**config.mk**
```make
export PLATFORM = sky130hd
export DESIGN_NAME = frame_sequencer
export DESIGN_NICKNAME = d
export VERILOG_FILES = /design/src/rtl/raster_pkg.sv /design/src/rtl/cycle_watchdog.sv /design/src/rtl/frame_sequencer.sv
export SDC_FILE = /design/constraint.sdc
export NUM_CORES = 1
export LEC_CHECK = 0
export CAP_MARGIN = 20
export CORE_MARGIN = 4
export CORE_UTILIZATION = 53
export CTS_BUF_LIST = sky130_fd_sc_hd__clkbuf_4 sky130_fd_sc_hd__clkbuf_8 sky130_fd_sc_hd__clkbuf_16
export DETAILED_ROUTE_END_ITERATION = 16
export PLACE_DENSITY = 0.79
export SYNTH_ARGS = -nofsm -noshare
export SYNTH_HDL_FRONTEND = slang
export SYNTH_SLANG_ARGS = --single-unit
export TNS_END_PERCENT = 30
```
**constraint.sdc**
```tcl
create_clock -name i_clk -period 1.99 [get_ports i_clk]
set_input_delay 0.398 -clock i_clk [delete_from_list [all_inputs] [get_ports i_clk]]
set_output_delay 0.398 -clock i_clk [all_outputs]
set_load 0.05 [all_outputs]
```
**src/rtl/raster_pkg.sv**
```systemverilog
// Shared definitions for the raster pipeline: sequencer state encoding,
// default frame geometry and small arithmetic helpers.
package raster_pkg;

  localparam int DEFAULT_VERT_RESOLUTION  = 60;
  localparam int DEFAULT_HORIZ_RESOLUTION = 80;

  typedef enum logic [2:0] {
    ST_IDLE      = 3'd0,
    ST_LAUNCH    = 3'd1,
    ST_RENDER    = 3'd2,
    ST_WAIT_SWAP = 3'd3,
    ST_FAULT     = 3'd4
  } seq_state_t;

  // Increment that sticks at the top of the 8-bit range.
  function automatic logic [7:0] sat_inc8(input logic [7:0] value);
    logic [7:0] result;
    if (value == 8'hFF) begin
      result = 8'hFF;
    end else begin
      result = value + 8'd1;
    end
    return result;
  endfunction

endpackage

```
**src/rtl/cycle_watchdog.sv**
```systemverilog
// Per-frame cycle watchdog: cleared at frame launch, counts while the
// rasterizer is busy, flags expiry when the count reaches LIMIT-1.
module cycle_watchdog #(
  parameter int LIMIT = 16,
  parameter int WIDTH = $clog2(LIMIT + 1)
) (
  input  logic i_clk,
  input  logic i_arst,
  input  logic clear,
  input  logic enable,
  output logic expired
);

  localparam logic [WIDTH-1:0] LAST_COUNT = WIDTH'(LIMIT - 1);
  localparam logic [WIDTH-1:0] ONE        = WIDTH'(1);

  logic [WIDTH-1:0] count_r;

  // Cycle counter; holds at the expiry value so it can never wrap.
  always_ff @(posedge i_clk or posedge i_arst) begin
    if (i_arst) begin
      count_r <= '0;
    end else if (clear) begin
      count_r <= '0;
    end else if (enable && (count_r != LAST_COUNT)) begin
      count_r <= count_r + ONE;
    end else begin
      count_r <= count_r;
    end
  end

  assign expired = (count_r == LAST_COUNT);

endmodule

```
**src/rtl/frame_sequencer.sv**
```systemverilog
// Double-buffered frame sequencer: launches the rasterizer, waits for the
// frame to complete, swaps framebuffer banks on display vsync, counts
// repeated display frames and traps rasterizer hangs with a watchdog.
module frame_sequencer
  import raster_pkg::*;
#(
  parameter int VERT_RESOLUTION  = DEFAULT_VERT_RESOLUTION,
  parameter int HORIZ_RESOLUTION = DEFAULT_HORIZ_RESOLUTION,
  parameter int TIMEOUT_CYCLES   = VERT_RESOLUTION * HORIZ_RESOLUTION + 16
) (
  input  logic        i_clk,
  input  logic        i_arst,
  input  logic        i_enable,
  input  logic        i_vsync,
  input  logic        i_raster_done,
  input  logic        i_clear,
  output logic        o_raster_go,
  output logic        o_write_bank,
  output logic        o_read_bank,
  output logic        o_busy,
  output logic        o_fault,
  output logic [15:0] o_frame_count,
  output logic [7:0]  o_missed_count
);

  localparam int WD_WIDTH = $clog2(TIMEOUT_CYCLES + 1);

  seq_state_t  state_r;
  seq_state_t  next_state_s;
  logic        swap_s;
  logic        miss_s;
  logic        fault_set_s;
  logic        fault_clr_s;
  logic        wd_clear_s;
  logic        wd_enable_s;
  logic        wd_expired_s;

  logic        go_r;
  logic        write_bank_r;
  logic        read_bank_r;
  logic        busy_r;
  logic        fault_r;
  logic [15:0] frame_count_r;
  logic [7:0]  missed_count_r;

  assign wd_clear_s  = (state_r == ST_LAUNCH);
  assign wd_enable_s = (state_r == ST_RENDER);

  cycle_watchdog #(
    .LIMIT (TIMEOUT_CYCLES),
    .WIDTH (WD_WIDTH)
  ) u_watchdog (
    .i_clk   (i_clk),
    .i_arst  (i_arst),
    .clear   (wd_clear_s),
    .enable  (wd_enable_s),
    .expired (wd_expired_s)
  );

  // State register.
  always_ff @(posedge i_clk or posedge i_arst) begin
    if (i_arst) begin
      state_r <= ST_IDLE;
    end else begin
      state_r <= next_state_s;
    end
  end

  // Next-state decode plus one-cycle event strobes for the output registers.
  always_comb begin
    next_state_s = state_r;
    swap_s       = 1'b0;
    miss_s       = 1'b0;
    fault_set_s  = 1'b0;
    fault_clr_s  = 1'b0;
    case (state_r)
      ST_IDLE: begin
        if (i_enable) begin
          next_state_s = ST_LAUNCH;
        end else begin
          next_state_s = ST_IDLE;
        end
      end
      ST_LAUNCH: begin
        next_state_s = ST_RENDER;
      end
      ST_RENDER: begin
        if (i_raster_done) begin
          // Completion wins over both a coincident vsync and the watchdog.
          if (i_vsync) begin
            swap_s = 1'b1;
            if (i_enable) begin
              next_state_s = ST_LAUNCH;
            end else begin
              next_state_s = ST_IDLE;
            end
          end else begin
            next_state_s = ST_WAIT_SWAP;
          end
        end else begin
          if (i_vsync) begin
            miss_s = 1'b1;
          end else begin
            miss_s = 1'b0;
          end
          if (wd_expired_s) begin
            next_state_s = ST_FAULT;
            fault_set_s  = 1'b1;
          end else begin
            next_state_s = ST_RENDER;
          end
        end
      end
      ST_WAIT_SWAP: begin
        if (i_vsync) begin
          swap_s = 1'b1;
          if (i_enable) begin
            next_state_s = ST_LAUNCH;
          end else begin
            next_state_s = ST_IDLE;
          end
        end else begin
          next_state_s = ST_WAIT_SWAP;
        end
      end
      ST_FAULT: begin
        if (i_clear) begin
          next_state_s = ST_IDLE;
          fault_clr_s  = 1'b1;
        end else begin
          next_state_s = ST_FAULT;
        end
      end
      default: begin
        next_state_s = ST_IDLE;
      end
    endcase
  end

  // Output registers: the start pulse follows the LAUNCH cycle, busy tracks
  // the RENDER window, banks and counters update on the swap/miss strobes.
  always_ff @(posedge i_clk or posedge i_arst) begin
    if (i_arst) begin
      go_r           <= 1'b0;
      write_bank_r   <= 1'b0;
      read_bank_r    <= 1'b1;
      busy_r         <= 1'b0;
      fault_r        <= 1'b0;
      frame_count_r  <= 16'd0;
      missed_count_r <= 8'd0;
    end else begin
      go_r   <= (state_r == ST_LAUNCH);
      busy_r <= (next_state_s == ST_RENDER);

      if (fault_set_s) begin
        fault_r <= 1'b1;
      end else if (fault_clr_s) begin
        fault_r <= 1'b0;
      end else begin
        fault_r <= fault_r;
      end

      if (swap_s) begin
        write_bank_r  <= ~write_bank_r;
        read_bank_r   <= ~read_bank_r;
        frame_count_r <= frame_count_r + 16'd1;
      end else begin
        write_bank_r  <= write_bank_r;
        read_bank_r   <= read_bank_r;
        frame_count_r <= frame_count_r;
      end

      if (miss_s) begin
        missed_count_r <= sat_inc8(missed_count_r);
      end else begin
        missed_count_r <= missed_count_r;
      end
    end
  end

  assign o_raster_go    = go_r;
  assign o_write_bank   = write_bank_r;
  assign o_read_bank    = read_bank_r;
  assign o_busy         = busy_r;
  assign o_fault        = fault_r;
  assign o_frame_count  = frame_count_r;
  assign o_missed_count = missed_count_r;

endmodule
```
======== Word-level counts from Yosys, hierarchy flattened ========
Cells that the tools add are included.
word-level totals
  output and inout bits ................... 29
  bits in registers ....................... 45
  word-level logic and storage cells ...... 47
  input port bits ......................... 6
operators by class
  equality and inequality tests ........... 8
  add/sub/neg operators ................... 3
  bitwise logic cells ..................... 2
  reductions and logical operators ........ 4
  mux-type cells .......................... 21
operators by type and width
  cell                                           count
  2-to-1 mux 13 bit                              2
  adder 16 x 1 -> 16 bit, second input constant  1
  case mux 3 bit (5 select lines)                1
  adder 13 x 1 -> 13 bit, second input constant  1
  == test 13 bit, second input constant          1
  inequality test 13 bit, second input constant  1
  2-to-1 mux 1 bit                               12
  2-to-1 mux 3 bit                               4
  == test 3 x 2 -> 1 bit, second input constant  3
  adder 8 x 1 -> 8 bit, second input constant    1
  == test 8 bit, second input constant           1
  2-to-1 mux 8 bit                               1
  nonzero test 2 bit                             2
  == test 3 x 1 -> 1 bit, second input constant  1
  == test 3 bit, second input constant           1
  zero test 3 bit                                1
  inverter 1 bit                                 2
  case mux 1 bit (2 select lines)                1
  logical AND 1 bit                              1

======== Logic depth before layout (Yosys ltp) ========
  depth after elaboration ................. 5
  gate-level depth with buffers ........... 6
  depth with buffers taken out ............ 5

======== Cells and area by module ========
From an unflattened synthesis, not the netlist that was laid out.
second synthesis, totals
  cell total of the unflattened synthesis .. 208
  area, all modules ....................... 2263.4 um^2
by module, submodules not included
  module           seq. area each (um^2)  cells each  instances  area each (um^2)
  frame_sequencer  802.0                  134         1          1525.2
  cycle_watchdog   325.3                  74          1          738.2

======== Worst setup path before layout ========
No wires, ideal clock.
  path type ............................... register to register
  start ................................... register missed_count_r[0], in the netlist o_missed_count[0]
  end ..................................... register missed_count_r[6], in the netlist o_missed_count[6]
  period minus slack after synthesis ...... 1.752 ns
  setup slack ............................. 0.238 ns
  stages on the path, launching flop included .. 6
  arrival ................................. 1.627 ns
  library setup time ...................... 0.125 ns
  cell sequence ........................... dfrtp_1 > ha_1 > nand2_1 > nor3_2 > nand3_1 > mux2_4
on the way
  cells in the longest elaborated chain, start to end .. 2
RTL lines
  item                                                          RTL line                            RTL
  start: declaration                                            frame_sequencer.sv:44               logic [7:0] missed_count_r;
  start signal: assignment                                      frame_sequencer.sv:174              missed_count_r <= sat_inc8(missed_count_r);
  start signal: assignment                                      frame_sequencer.sv:176              missed_count_r <= missed_count_r;
  adder 8 x 1 -> 8 bit / == test 8 bit (equally long branches)  raster_pkg.sv:22, raster_pkg.sv:19
  2-to-1 mux 8 bit *                                            raster_pkg.sv:19                    if (value == 8'hFF) begin
Mark *: on every way between the ends. The rest lies on a longest branch, timed or not.
A chain may end at the register's enable or synchronous reset.

======== Final worst setup path ========
  start ................................... register missed_count_r[7], in the netlist o_missed_count[7]
  end ..................................... output port o_missed_count[7]
RTL lines
  item              RTL line               RTL
  end: declaration  frame_sequencer.sv:23  output logic [7:0] o_missed_count
No word-level cell between the ends.

==> impl_metrics.py <==
metrics = {
    "synth": {
        "yosys_warnings": 0,
        "synth-main-ff-cell": "dfrtp_1",
        "postSynthAreaPerCell_um2": 10.7,
        "synth_seq_cells": 45,
        "synthCells": 211,
        "synthesis.area_mm2": 0.00225,
        "synth_nets": 220,
        "ys_types": 50,
        "synthArstFlopShare_pct": 100,
        "synth-edff-count": 0,
        "ys_seq_area_share_pct": 50.1,
    },
    "floorplanning": {
        "initial_utilization_pct": 55.4,
        "coreArea_mm2": 0.00406,
        "core.rowCount": 23,
        "dieArea_mm2": 0.00535,
        "dieHeight_um": 73.1,
        "io-pin-count": 35,
        "die-width_um": 73.1,
    },
    "power": {
        "p_sw_share_pct": 39.6,
        "comb_power_share_pct": 37.9,
        "internal_power_mw": 2.09,
        "power.switching_mw": 1.37,
        "pwr-share-clk_pct": 23.4,
        "irDropWorstVdd_mv": 0.884,
        "pwr-share-seq_pct": 38.7,
        "p_per_area_mw_per_mm2": 1200,
        "p_leak_nw": 1.41,
    },
    "sta": {
        "final.min_clock_period_ns": 1.94,
        "rsz0062_at_grt": "no",
        "worst_pin_slew_ns": 0.627,
        "fin_crit_sh_pct": 97.6,
        "fin_worst_skew_ns": 0.0102,
        "fmax_mhz": 515,
        "setup_viol": 0,
        "slew_violations": 0,
        "max_slew_margin_pct": 57.9,
        "whs_ns": 0.398,
        "hold_viol": 0,
    },
    "clocking": {
        "clockRootBuffer": "clkbuf_8",
        "post_cts_resized": 0,
        "numCtsBuffers": 5,
        "clock_latency_ns": 0.30,
        "clockBufferDepth": 2,
        "postCtsSetupBuffers": 0,
        "cts_tree": "yes",
        "ctsHoldBuffers": 0,
        "htree_levels": 2,
        "cts_sinks": 45,
        "cts.clk_slew.worst_paths_ns": 0.09,
    },
    "finish": {
        "area.sequential_mm2": 0.00113,
        "final_layout_size_suffix_gt1_share_pct": 17.0,
        "multi_input_area_mm2": 0.00107,
        "nFillCells": 296,
        "fin_util_pct": 71.0,
        "finalNetCount": 272,
        "n_antenna_cell": 0,
        "mostFrequentLayoutCells": "dfrtp_1, buf_4, nand2_1, clkdlybuf4s50_1, nor2_1",
        "synthToLayoutAreaGrowth_pct": 28.2,
        "final_common_cell": "dfrtp_1",
    },
    "min_path": {
        "hold_class": "in2async",
    },
    "critical_path": {
        "crit_type": "reg2out",
        "cp_max_fo": 5,
        "worstPathRequired_ns": 1.59,
        "cp_num_buf_inv": 1,
        "crit_arrival_ns": 1.54,
        "cp_slowest_cell": "clkdlybuf4s50_1",
        "max_stage_delay_ns": 0.83,
        "worst_setup_path_start_kind": "flop",
        "endpoint_kind": "primary output",
        "crit_family": "buffers and inverters",
        "crit_chain": "clkdlybuf4s50_1",
    },
    "detailed_routing": {
        "routed_via_density": 5.68,
        "drtIter0Drc": 155,
        "routedWlPerCell_um": 14.8,
        "drc_errors": 0,
        "ant_nets": 0,
        "routed_wl_um": 4660,
        "vias": 1784,
        "firstDrtPassIters": 4,
    },
    "placement": {
        "dpl.hpwl_um": 3430,
        "portBuffers": 34,
        "place.gp.congestion": 0.874,
    },
    "outcome": {
        "status": "finished, final reports clean",
    },
    "grt": {
        "grt_pass1_wl_um": 7990,
        "antenna_found_initial": 0,
        "gr-total-overflow": 0,
        "grtUsageTotal_pct": 19.4,
        "grt_pass1_vias": 1715,
        "grt_max_degree": 20,
    },
    "run": {
        "max_cap_viol_count": 0,
    },
}
## per-stage QoR
| stage | setup TNS, ns | cell area, µm² | std cells | worst slack (ns) | total power, mW |
|---|---|---|---|---|---|
| 2_1_floorplan | 0 | 2250 | 211 | 0.238 | 2.23 |
| 3_3_place_gp | -0.0662 | 2730 | 306 | -0.0662 | 2.64 |
| 3_5_place_dp | -0.155 | 2730 | 306 | -0.0928 | 2.68 |
| 4_1_cts | 0 | 2860 | 314 | 0.00926 | 3.49 |
| 5_1_grt | 0 | 2880 | 314 | 0.00278 | 3.65 |
| 6_report | 0 | 2880 | 314 | 0.0486 | 3.46 |
## metal layers
| metal | up-vias | part of all wire (%) | wire length (µm) | GRT usage [%] |
|---|---|---|---|---|
| met5 | - | 0 | 0 | 0 |
| met3 | 6 | 5.5 | 258 | 5.65 |
| li1 | 873 | - | - | - |
| met4 | 0 | 1.1 | 50 | 7.17 |
| met2 | 47 | 47 | 2210 | 27.9 |
| met1 | 858 | 46 | 2140 | 27.6 |
## power by group through the flow
stage               registers, mW  clock network, mW  logic, mW
floorplan                    1.72                  0      0.509
global placement             1.35                  0       1.29
detailed placement           1.35                  0       1.32
CTS                          1.34              0.822       1.33
global route                 1.37              0.866       1.41
finish                       1.34              0.810       1.31
## state kept, by name, summed over array words and instances (netlist names)
| signal | count |
|---|---|
| o_raster_go | 1 |
| o_read_bank | 1 |
| o_frame_count | 16 |
| state_r | 3 |
| o_fault | 1 |
| o_busy | 1 |
| o_missed_count | 8 |
| o_write_bank | 1 |
| u_watchdog.count_r | 13 |
## worst paths after layout
path                       cells past startpoint                              start                                end  slack, ns
hold / removal                                 2                             i_arst       o_frame_count[2]$_DFFE_PP0P_       0.40
hold reg to reg                                1      o_frame_count[15]$_DFFE_PP0P_      o_frame_count[15]$_DFFE_PP0P_       0.47
setup reg to reg                               5  u_watchdog.count_r[1]$_DFFE_PP0P_  u_watchdog.count_r[1]$_DFFE_PP0P_       0.13
max in group asynchronous                      3                             i_arst      o_missed_count[1]$_DFFE_PP0P_       1.06
min in group i_clk                             1      o_frame_count[15]$_DFFE_PP0P_      o_frame_count[15]$_DFFE_PP0P_       0.47
setup / recovery                               1      o_missed_count[7]$_DFFE_PP0P_                  o_missed_count[7]       0.05
## kinds of logic after synthesis
group / after synthesis / synth area share [%]
simple gates: 92 / 25.7
flops: 45 / 50.1
compound gates: 34 / 9.35
xor+xnor: 23 / 8.96
buf+inv: 10 / 2.11
mux: 4 / 2.11
fa+ha+maj: 3 / 1.67
## Yosys cell counts, types with 3 or more instances
master / number / share of area, %
and2_1: 3 / 0.83
nand3b_1: 3 / 1.0
inv_1: 4 / 0.67
nand3_1: 12 / 2.7
and3_1: 4 / 1.1
xor2_1: 12 / 4.7
nand2_1: 18 / 3.0
o211ai_1: 3 / 1.0
a21oi_1: 10 / 2.2
nand4_1: 10 / 2.8
nor2_1: 13 / 2.2
ha_1: 3 / 1.7
a31oi_1: 3 / 0.83
xnor2_1: 11 / 4.3
or3_1: 4 / 1.1
nor3_1: 4 / 0.89
o21ai_0: 9 / 2.0
dfrtp_1: 44 / 49
## final cells by class
type | instances | share of cell area [%]
inverter | 5 | 0.651
clock inverter | 3 | 2.26
tap | 50 | 2.17
clock buffer | 5 | 2.39
sequential | 45 | 39.1
timing repair buffer | 50 | 16.2
multi-input combinational | 156 | 37.3
Power figures use the tool's default switching activity.
